## src/rtl/rom_arb_pkg.sv

```systemverilog
// rom_arb_pkg: shared FSM state type and port indices for the ROM port arbiter
package rom_arb_pkg;
  typedef enum logic [1:0] {IDLE = 2'd0, ACCESS = 2'd1, RESP = 2'd2} state_t;
  localparam logic PORT_IF = 1'b0;
  localparam logic PORT_LD = 1'b1;
endpackage

```

## src/rtl/rom_rr_pick.sv

```systemverilog
// rom_rr_pick: two-way round-robin pick, a tie goes to the port not granted last
module rom_rr_pick (
  input  logic [1:0] valid,
  input  logic       last,
  output logic       grant
);
  always_comb grant = (valid == 2'b11) ? ~last : (valid[1] & ~valid[0]);
endmodule

```

## src/rtl/rom_port_arbiter.sv

```systemverilog
// rom_port_arbiter: round-robin arbiter sharing one combinational ROM between fetch and load ports
module rom_port_arbiter
  import rom_arb_pkg::*;
#(
  parameter int ROM_SIZE = 32,
  parameter int ADDR_W   = 32
) (
  input  logic              clk,
  input  logic              rst_n,
  input  logic              req0_valid,
  input  logic [ADDR_W-1:0] req0_addr,
  output logic              req0_ready,
  input  logic              req1_valid,
  input  logic [ADDR_W-1:0] req1_addr,
  output logic              req1_ready,
  output logic              rsp0_valid,
  input  logic              rsp0_ready,
  output logic [31:0]       rsp0_data,
  output logic              rsp0_err,
  output logic              rsp1_valid,
  input  logic              rsp1_ready,
  output logic [31:0]       rsp1_data,
  output logic              rsp1_err,
  output logic [ADDR_W-1:0] rom_addr,
  input  logic [31:0]       rom_data
);
  state_t      state;
  logic        last, gnt, pick, acc, fault, rsp_ready_g;
  logic [1:0]  rv, re;
  logic [31:0] rd [2];
  logic [ADDR_W-1:0] addr_sel;
  rom_rr_pick u_pick (.valid({req1_valid, req0_valid}), .last(last), .grant(pick));
  always_comb begin
    acc         = rst_n && state == IDLE && (req0_valid || req1_valid);
    req0_ready  = acc && pick == PORT_IF;
    req1_ready  = acc && pick == PORT_LD;
    addr_sel    = pick ? req1_addr : req0_addr;
    rsp_ready_g = gnt ? rsp1_ready : rsp0_ready;
    fault       = |rom_addr[1:0] || (rom_addr >> 2) >= ADDR_W'(ROM_SIZE);
  end
  assign {rsp1_valid, rsp0_valid} = rv;
  assign {rsp1_err, rsp0_err}     = re;
  assign rsp0_data = rd[0];
  assign rsp1_data = rd[1];
  always_ff @(posedge clk) begin
    if (!rst_n) begin
      state    <= IDLE;
      rv       <= '0;
      re       <= '0;
      rd[0]    <= '0;
      rd[1]    <= '0;
      rom_addr <= '0;
      last     <= PORT_LD;
      gnt      <= PORT_IF;
    end else begin
      case (state)
        IDLE: if (acc) begin
          rom_addr <= addr_sel;
          gnt      <= pick;
          last     <= pick;
          state    <= ACCESS;
        end
        ACCESS: begin
          rd[gnt] <= fault ? 32'd0 : rom_data;
          re[gnt] <= fault;
          rv[gnt] <= 1'b1;
          state   <= RESP;
        end
        RESP: if (rsp_ready_g) begin
          rv[gnt] <= 1'b0;
          state   <= IDLE;
        end
        default: state <= IDLE;
      endcase
    end
  end
endmodule

```

## config.mk

```make
export PLATFORM = sky130hd
export DESIGN_NAME = rom_port_arbiter
export DESIGN_NICKNAME = d
export VERILOG_FILES = /design/src/rtl/rom_arb_pkg.sv /design/src/rtl/rom_rr_pick.sv /design/src/rtl/rom_port_arbiter.sv
export SDC_FILE = /design/constraint.sdc
export NUM_CORES = 1
export LEC_CHECK = 0
export CAP_MARGIN = 30
export CORE_MARGIN = 2
export CORE_UTILIZATION = 41
export CTS_CLUSTER_DIAMETER = 200
export DETAILED_ROUTE_END_ITERATION = 12
export PLACE_DENSITY_LB_ADDON = 0.15
export RECOVER_POWER = 100
export SYNTH_ARGS = -nofsm -noshare
export SYNTH_HDL_FRONTEND = slang
export SYNTH_SLANG_ARGS = --single-unit
```

## constraint.sdc

```tcl
create_clock -name clk -period 4.5 [get_ports clk]
set_input_delay 1.35 -clock clk [delete_from_list [all_inputs] [get_ports clk]]
set_output_delay 1.35 -clock clk [all_outputs]
set_load 0.02 [all_outputs]
```

### Yosys cells after proc, flatten, opt, wreduce, memory -nomap -nowiden

Memories as Yosys holds them, arrays and structs flattened.
Cells that the tools add are included.

* muxes and demuxes: 19
* reduce and logical (&&, ||, !) cells: 14
* equal/unequal tests: 5
* bitwise logic cells: 7
* magnitude comparators: 3

Operators with widths (count)
* two-way mux 32 bit: 3
* OR reduction 32 bit: 1
* greater-or-equal comparator 30 x 6 -> 1 bit (second input constant): 1
* two-way mux 1 bit: 9
* two-way mux 2 bit: 3
* case mux 2 bit (3 select lines): 1
* AND reduction 2 bit: 3
* logical AND 1 bit: 5
* equality test 2 bit (second input constant): 2
* != test 2 bit (second input constant): 2
* case mux 2 bit (2 select lines): 1
* inverter 1 bit: 3
* bitwise AND 2 bit: 1
* bitwise mux 2 bit: 1
* equality test 2 x 1 -> 1 bit (second input constant): 1
* logical NOT 2 bit: 1
* logical OR 1 bit: 2
* < comparator 1 x 2 -> 1 bit (second input constant): 1
* inverter 2 bit: 1
* bitwise OR 2 bit: 1
* nonzero test 2 bit: 1
* OR reduction 2 bit: 1
* bitwise AND 1 bit: 1
* demux 1 bit (select 1 bit): 1
* greater-or-equal comparator 1 bit (second input constant): 1

* memories kept: 1
* memory bits (writable): 64
* flip-flop bits (word level): 40

Memories
* rd: words 2, width 32, rd ports 2, clocked after Yosys merged registers in 0, write ports 2, RTL line rom_port_arbiter.sv:30 `logic [31:0] rd [2];`

### Depth between registers and ports, before layout

Gate-level depths: netlist (run 1).

* depth in word-level cells: 8
* gate-level depth with buffers: 7

### Hierarchy

A second synthesis (run 1) with hierarchy kept.

* cell total of the unflattened synthesis: 334
* area total of the unflattened synthesis: 4289.1 um^2

By module, submodules not included
* rom_port_arbiter: times used 1, sequential area each 2722.6 um^2, area an instance 4277.9 um^2, cells an instance 333
* rom_rr_pick: times used 1, sequential area each 0.0 um^2, area an instance 11.3 um^2, cells an instance 1

### Worst setup path after synthesis (run 1)

No wires, ideal clock.

* path kind: input -> output
* from: input port req1_valid
* to: output port req1_ready
* data arrival time: 2.127 ns
* data required time: 3.150 ns
* slack: 1.023 ns
* stages on the path: 5
* cells stage by stage: a21boi_0 > buf_2 > buf_4 > nand2_1 > inv_1

* longest elaborated chain between the ends: 3
* elaborated cells on any way between the ends: 6

Ends and longest elaborated chain
* start, declared: RTL line rom_port_arbiter.sv:13 `input logic req1_valid,`
* equality test 2 bit, or another cell as far along: RTL line rom_rr_pick.sv:7 `always_comb grant = (valid == 2'b11) ? ~last : (valid[1] & ~valid[0]);`
* two-way mux 1 bit or logical AND 1 bit (tied branches): RTL line rom_rr_pick.sv:7, rom_port_arbiter.sv:34
* logical AND 1 bit (*): RTL line rom_port_arbiter.sv:36 `req1_ready = acc && pick == PORT_LD;`
* end, declared: RTL line rom_port_arbiter.sv:15 `output logic req1_ready,`

Mark *: on every way between the ends. The rest lies on a longest branch, timed or not.

### Worst setup path after layout (run 1)

* from: input port req0_valid
* to: output port req1_ready

* longest elaborated chain between the ends: 4
* elaborated cells on any way between the ends: 7

Ends and longest elaborated chain
* start, declared: RTL line rom_port_arbiter.sv:10 `input logic req0_valid,`
* inverter 1 bit: RTL line rom_rr_pick.sv:7
* bitwise AND 1 bit: RTL line rom_rr_pick.sv:7
* two-way mux 1 bit: RTL line rom_rr_pick.sv:7
* logical AND 1 bit (*): RTL line rom_port_arbiter.sv:36

Marked as above.

==> out/metrics.yaml, run 1 <==
rr_worst_depth: 6
slowest_delay_ns: 0.53
worstPathRequired_ns: 3.15
seq_area_frac_synth_pct: 62.5
finalHoldViolCount: 0
h-tree-depth: 3
final_util_pct: 64.8
diodes: 0
place_congestion: 0.731
syn2layout_area_growth_pct: 53.6
clockRootBuffer: "clkbuf_8"
synth_top_area_share_pct: 44.1
drt_pass1_iterations: 5
drive_gt1_share_pct: 5.95
power.density_nw_per_um2: 323
synth_nets: 437
place_ws_ns: 0.155
path_depth: 6
grt_use_total_pct: 17.5
yosys-top-cells-area: "edfxtp_1, dfxtp_1, and2_1"
crit_buf_inv: 4
place_hpwl_um: 7230
grt_start_max_net_pins: 66
final_common_cell: "dlygate4sd3_1"
placed_cells: 658
final_cell_mix: "dlygate4sd3_1, clkdlybuf4s50_1, edfxtp_1"
die_h_um: 107
cts_buffer_depth: 2
regToRegStartpoint: "state[1]"
synth_seq_cells: 104
cts_tree: "done"
synth_area_leader_cell: "edfxtp_1"
timing.slew.headroom_pct: -24.5
regToRegSetupSlack_ns: 2.42
layout_setup_ws_ns: 0.180
violations: "max-capacitance violations, max-slew violations"
run_status: "finished with violations"
final-setup-viol-count: 0
maxCapViolations: 1
r2r-end: "rom_addr[27]"
drcViolationCount: 0
critPathSlowestCell: "clkdlybuf4s50_1"
antenna_left: 0
drtIter0Drc: 127
antenna_found_initial: 0
clk_pin_slew_ns: 0.09
post_cts_resize_count: 0
worst_slew_pin_slew_ns: 1.87
post-route-period-util_pct: 96.0
crit_path_start: "req0_valid"
cts_buffers: 9
die_area_sq_um: 11500
grt_pass1_vias: 3099
hold_slack_ns: 0.475
fillerInstances: 821
wl_um: 9910
synth_cell_types: 31
endpoint: "req1_ready"
wl_per_cell_um: 14.7
cts.sinks: 104
coreArea_sq_um: 10300
maxSlewViolCount: 43
grt_overflow: 0
crit_fanout: 4
fmax_ghz: 0.231
startpoint_type: "input pin"
postCtsSetupBuffers: 0
avgSynthCellArea_sq_um: 13.0
tns_ns: 0
period_minus_slack_ns: 4.32
io_pins: 204
hold_class: "flip-flop to flip-flop"
start_util_pct: 42.2
die_width_um: 107
end_kind: "output port"
arrival_ns: 2.97
grt_pass1_wl_um: 15400
ys_warn_count: 0
vias_per_cell: 4.77
ir_drop_mv: 0.155
crit_type: "input pin to output port"
final_cells: 674
row_count: 37
postSynthCellCount: 335
cts_hold_buf: 0
rsz0062_at_grt: "false"
cp_cell_sequence: "clkdlybuf4s50_1 -> o211ai_1 -> clkinv_1 -> nand2_1 -> inv_1 -> clkdlybuf4s50_1"
nets: 635
portBuffers: 203
synth_area_sq_um: 4350
vias: 3215
leakagePower_nw: 2.99
critPathTopFamily: "buffers and inverters"
insertion_delay_ns: 0.36
crit_top_cell: "clkdlybuf4s50_1"
skew_ns: 0.00871
logic make-up (layout without fill, tap and decap cells):
kind of cell	Yosys count	after routing	synth area share (%)
buf+inv	26	229	3.74
mux	32	32	7.36
compound gates	44	44	9.05
flops	104	104	62.5
simple gates	129	129	17.3
synth_stat cells:
library cell,n
edfxtp_1,64
and2_1,62
nand2_1,41
dfxtp_1,40
mux2i_1,32
o211a_1,32
buf_2,7
buf_6,6
clkbuf_1,6
nand3_1,4
nor2_1,4
o21ai_0,4
a21boi_0,3
buf_4,3
inv_1,3
nor4_2,3
a21oi_1,2
and2_2,2
nand2b_1,2
nor2b_1,2
nor3_4,2
nor4_1,2
a21o_1,1
buf_1,1
nand3b_1,1
nand4_2,1
nand4b_1,1
nor3_1,1
nor4_4,1
o211ai_1,1
o22ai_1,1
how the worst min path moves through the flow:
stage | startpoint | to | slack (ns) | cells past startpoint
CTS | re[0] | re[0] | 0.48 | 2
detailed placement | flip-flop | flip-flop | 0.47 | 2
floorplan | last | last | 0.44 | 2
global placement | flip-flop | flip-flop | 0.46 | 2
finish | re[0] | re[0] | 0.47 | 2
global route | re[0] | re[0] | 0.50 | 2
area by class of cell:
cell class | instances | area [sq um] | share of cell area (%)
Sequential cell | 104 | 2720 | 40.7
Timing Repair Buffer | 210 | 2070 | 31.0
Multi-Input combinational cell | 205 | 1490 | 22.3
Tap cell | 136 | 170 | 2.54
Clock buffer | 10 | 128 | 1.91
Clock inverter | 6 | 90.1 | 1.35
Inverter | 3 | 11.3 | 0.168
tightest hold or removal path, cell delays in order, from the launching register on:
cell and delay [ns]:
dfxtp_1 0.31, inv_1 0.04, o22ai_1 0.07
power breakdown:
part / internal (W) / total [W] / switching, W
clock: 0.000317 / 0.000628 / 0.000311
sequential: 0.00108 / 0.00111 / 0.0000353
combinational: 0.000217 / 0.000424 / 0.000208
through the flow:
step | cell area [sq um] | power [W]
detailed placement | 6490 | 0.00159
global placement | 6470 | 0.00158
CTS | 6710 | 0.00221
floorplan | 4350 | 0.00134
finish | 6690 | 0.00216
global route | 6690 | 0.00225
routing by layer:
metal,part of all wire (%),vias to the layer above,GRT usage [%]
met5,0,-,0
met4,1.8,0,7.42
met3,8.6,12,4.98
met2,48,157,29.3
met1,41,1457,20.9
li1,-,1589,-
state kept, by name, summed over array words and instances (netlist names), named ones only:
name,count
rom_addr,32
rd,64
re,2
state,2
last,1
gnt,1
(Power assumes the default switching activity.)
==> run 2: changes to the inputs <==
--- a/config.mk
+++ b/config.mk
@@ -12,6 +12,7 @@
 export DETAILED_ROUTE_END_ITERATION = 12
 export PLACE_DENSITY_LB_ADDON = 0.15
 export RECOVER_POWER = 100
+export SETUP_SLACK_MARGIN = 0.2
 export SYNTH_ARGS = -nofsm -noshare
 export SYNTH_HDL_FRONTEND = slang
 export SYNTH_SLANG_ARGS = --single-unit
==> run 2 against run 1 <==
The flow still finishes with violations (max-capacitance violations, max-slew violations). Clock power is essentially flat. Core utilization shrank 0.22 points. Non-clock buffer count grew 1. Fmax grew 8.9%. Critical path depth is the same. Sequential share of layout area grew 0.14 points. Final cell count grew 0.15%. Sequential power is essentially flat. Routed wire length grew 0.19%. Register-to-register slack lost 0.75 ns. Count of clock-buffer cells in the layout is the same. Critical path type unchanged. Critical endpoint unchanged. Largest power group unchanged.
==> out/metrics.yaml, run 2 (same netlist as run 1, synthesis figures left out) <==
wl_per_cell_um: 14.7  # about the same
place_hpwl_um: 7230  # unchanged
nets: 636  # was 635
multi_input_area_sq_um: 1480  # was 1490 sq um
drt_pass1_iterations: 4  # was 5
rsz0062_at_grt: "false"  # unchanged
wl_um: 9930  # was 9910 um
worst_slew_pin_slew_ns: 1.76  # was 1.87 ns
pwr-share-comb_pct: 19.5  # was 19.6%
violations: "max-capacitance violations, max-slew violations"  # unchanged
maxSlewViolCount: 63  # was 43
clockRootBuffer: "clkbuf_8"  # unchanged
period_minus_slack_ns: 3.97  # was 4.32 ns
clkPwrFrac_pct: 29.1  # was 29.0%
cts_tree: "done"  # unchanged
crit_fanout: 3  # was 4
antenna_left: 0  # unchanged
skew_ns: 0.00872  # was 0.00871 ns
start_util_pct: 42.2  # unchanged
cts_buffers: 9  # unchanged
die_width_um: 107  # unchanged
largest_register_ffs: 64  # unchanged
cts.sinks: 104  # unchanged
swShare_pct: 25.7  # was 25.6%
final_cell_mix: "dlygate4sd3_1, clkdlybuf4s50_1, edfxtp_1"  # unchanged
worstPathRequired_ns: 3.15  # about the same
intPower_w: 0.00161  # about the same
antenna_found_initial: 0  # unchanged
slowest_delay_ns: 0.59  # was 0.53 ns
io_pins: 204  # unchanged
place_congestion: 0.731  # unchanged
clk_pin_slew_ns: 0.09  # about the same
regMostFlops: "rd"  # unchanged
finalHoldViolCount: 0  # unchanged
cts_buffer_depth: 2  # unchanged
diodes: 0  # unchanged
row_count: 37  # unchanged
grt_use_total_pct: 17.5  # unchanged
regToRegStartpoint: "state[1]"  # unchanged
syn2layout_area_growth_pct: 53.0  # was 53.6%
insertion_delay_ns: 0.36  # about the same
rr_worst_depth: 3  # was 6
fmax_ghz: 0.252  # was 0.231 GHz
vias_per_cell: 4.75  # was 4.77
die_area_sq_um: 11500  # unchanged
r2r-end: "rd[0][15]"  # was rom_addr[27]
drive_gt1_share_pct: 5.38  # was 5.95%
grt_pass1_vias: 3101  # was 3099
min_path_cells: 2  # unchanged
final-seq-area_sq_um: 2720  # unchanged
final-setup-viol-count: 0  # unchanged
die_h_um: 107  # unchanged
power.density_nw_per_um2: 325  # was 323 nW/um^2
vias: 3206  # was 3215
seq_power_share_pct: 51.4  # was 51.3%
p_switching_w: 0.000555  # was 0.000554 W
hold_class: "flip-flop to flip-flop"  # unchanged
end_kind: "output port"  # unchanged
arrival_ns: 2.62  # was 2.97 ns
cp_cell_sequence: "dlygate4sd3_1 -> o211ai_1 -> clkinv_1 -> nand2_1 -> inv_1 -> clkbuf_1"  # was clkdlybuf4s50_1 -> o211ai_1 -> clkinv_1 -> nand2_1 -> inv_1 -> clkdlybuf4s50_1
critPathSlowestCell: "dlygate4sd3_1"  # was clkdlybuf4s50_1
drcViolationCount: 0  # unchanged
hold-path-endpoint: "re[0]"  # unchanged
leakagePower_nw: 2.96  # was 2.99 nW
final_common_cell: "dlygate4sd3_1"  # unchanged
ir_drop_mv: 0.155  # about the same
grt_overflow: 0  # unchanged
run_status: "finished with violations"  # unchanged
post-route-period-util_pct: 88.2  # was 96.0%
reg_top3: "rd: 64 flops, rom_addr: 32 flops"  # unchanged
tns_ns: 0  # unchanged
portBuffers: 203  # unchanged
crit_type: "input pin to output port"  # unchanged
startpoint_type: "input pin"  # unchanged
crit_path_start: "req0_valid"  # unchanged
drtIter0Drc: 123  # was 127
fillerInstances: 826  # was 821
layout_setup_ws_ns: 0.532  # was 0.180 ns
maxCapViolations: 2  # was 1
grt_start_max_net_pins: 66  # unchanged
h-tree-depth: 3  # unchanged
timing.slew.headroom_pct: -17.5  # was -24.5%
regToRegSetupSlack_ns: 1.67  # was 2.42 ns
min-delay-start: "re[0]"  # unchanged
grt_pass1_wl_um: 15400  # unchanged
place_ws_ns: 0.155  # unchanged
coreArea_sq_um: 10300  # unchanged
-- run 2: power by group through the flow --
stage,Clock [W],Sequential (W),Combinational [W]
2_1_floorplan,0,0.00121,0.000129
3_5_place_dp,0,0.00113,0.000454
5_1_grt,0.000675,0.00112,0.000454
4_1_cts,0.000644,0.00111,0.000457
6_report,0.000629,0.00111,0.000422
3_3_place_gp,0,0.00113,0.000446
-- run 2: cell type report --
type,count,area share (%)
clock buffer,10,1.92
clock inverter,6,1.35
inverter,3,0.169
multi-input combinational,205,22.2
sequential,104,40.9
tap,136,2.55
timing repair buffer,211,30.9
-- run 2: routing by layer --
layer	track usage, %	vias up	part of all wire (%)
met3	4.98	12	8.3
met5	0	-	0
met1	20.9	1459	42
met4	7.42	0	1.8
li1	-	1590	-
met2	29.3	145	48
-- run 2: worst max-delay path: cells and delay by family --
family | cells | cell delay [ns]
AO/OA/AOI/OAI | 1 | 0.24
AND/OR/NAND/NOR | 1 | 0.11
buffers and inverters | 4 | 0.92
-- run 2: how the worst max path moves through the flow --
stage / endpoint / depth (start not counted)
detailed placement: req1_ready / 6
global placement: req1_ready / 6
global route: req1_ready / 6
floorplan: req1_ready / 5
finish: req1_ready / 6
CTS: req0_ready / 5
-- run 2: timing repair --
| action | 4_1_cts | 5_1_grt |
|---|---|---|
| cloned | 0 | 0 |
| resized for setup | 0 | 2 |
| setup endpoints to repair | 1 | 2 |
| hold buffers | 0 | 0 |
| pin swaps | 1 | 0 |
| buffers inserted | 1 | 0 |
-- run 2: per-stage QoR --
stage	hold WS, ns	total power [W]	util, %	area [sq um]	std cells
global placement	0.458	0.00158	62.7	6470	657
finish	0.473	0.00216	64.5	6660	675
global route	0.499	0.00225	64.5	6660	675
CTS	0.481	0.00221	65.1	6720	675
floorplan	0.436	0.00134	-	4350	335
detailed placement	0.467	0.00159	62.9	6490	658
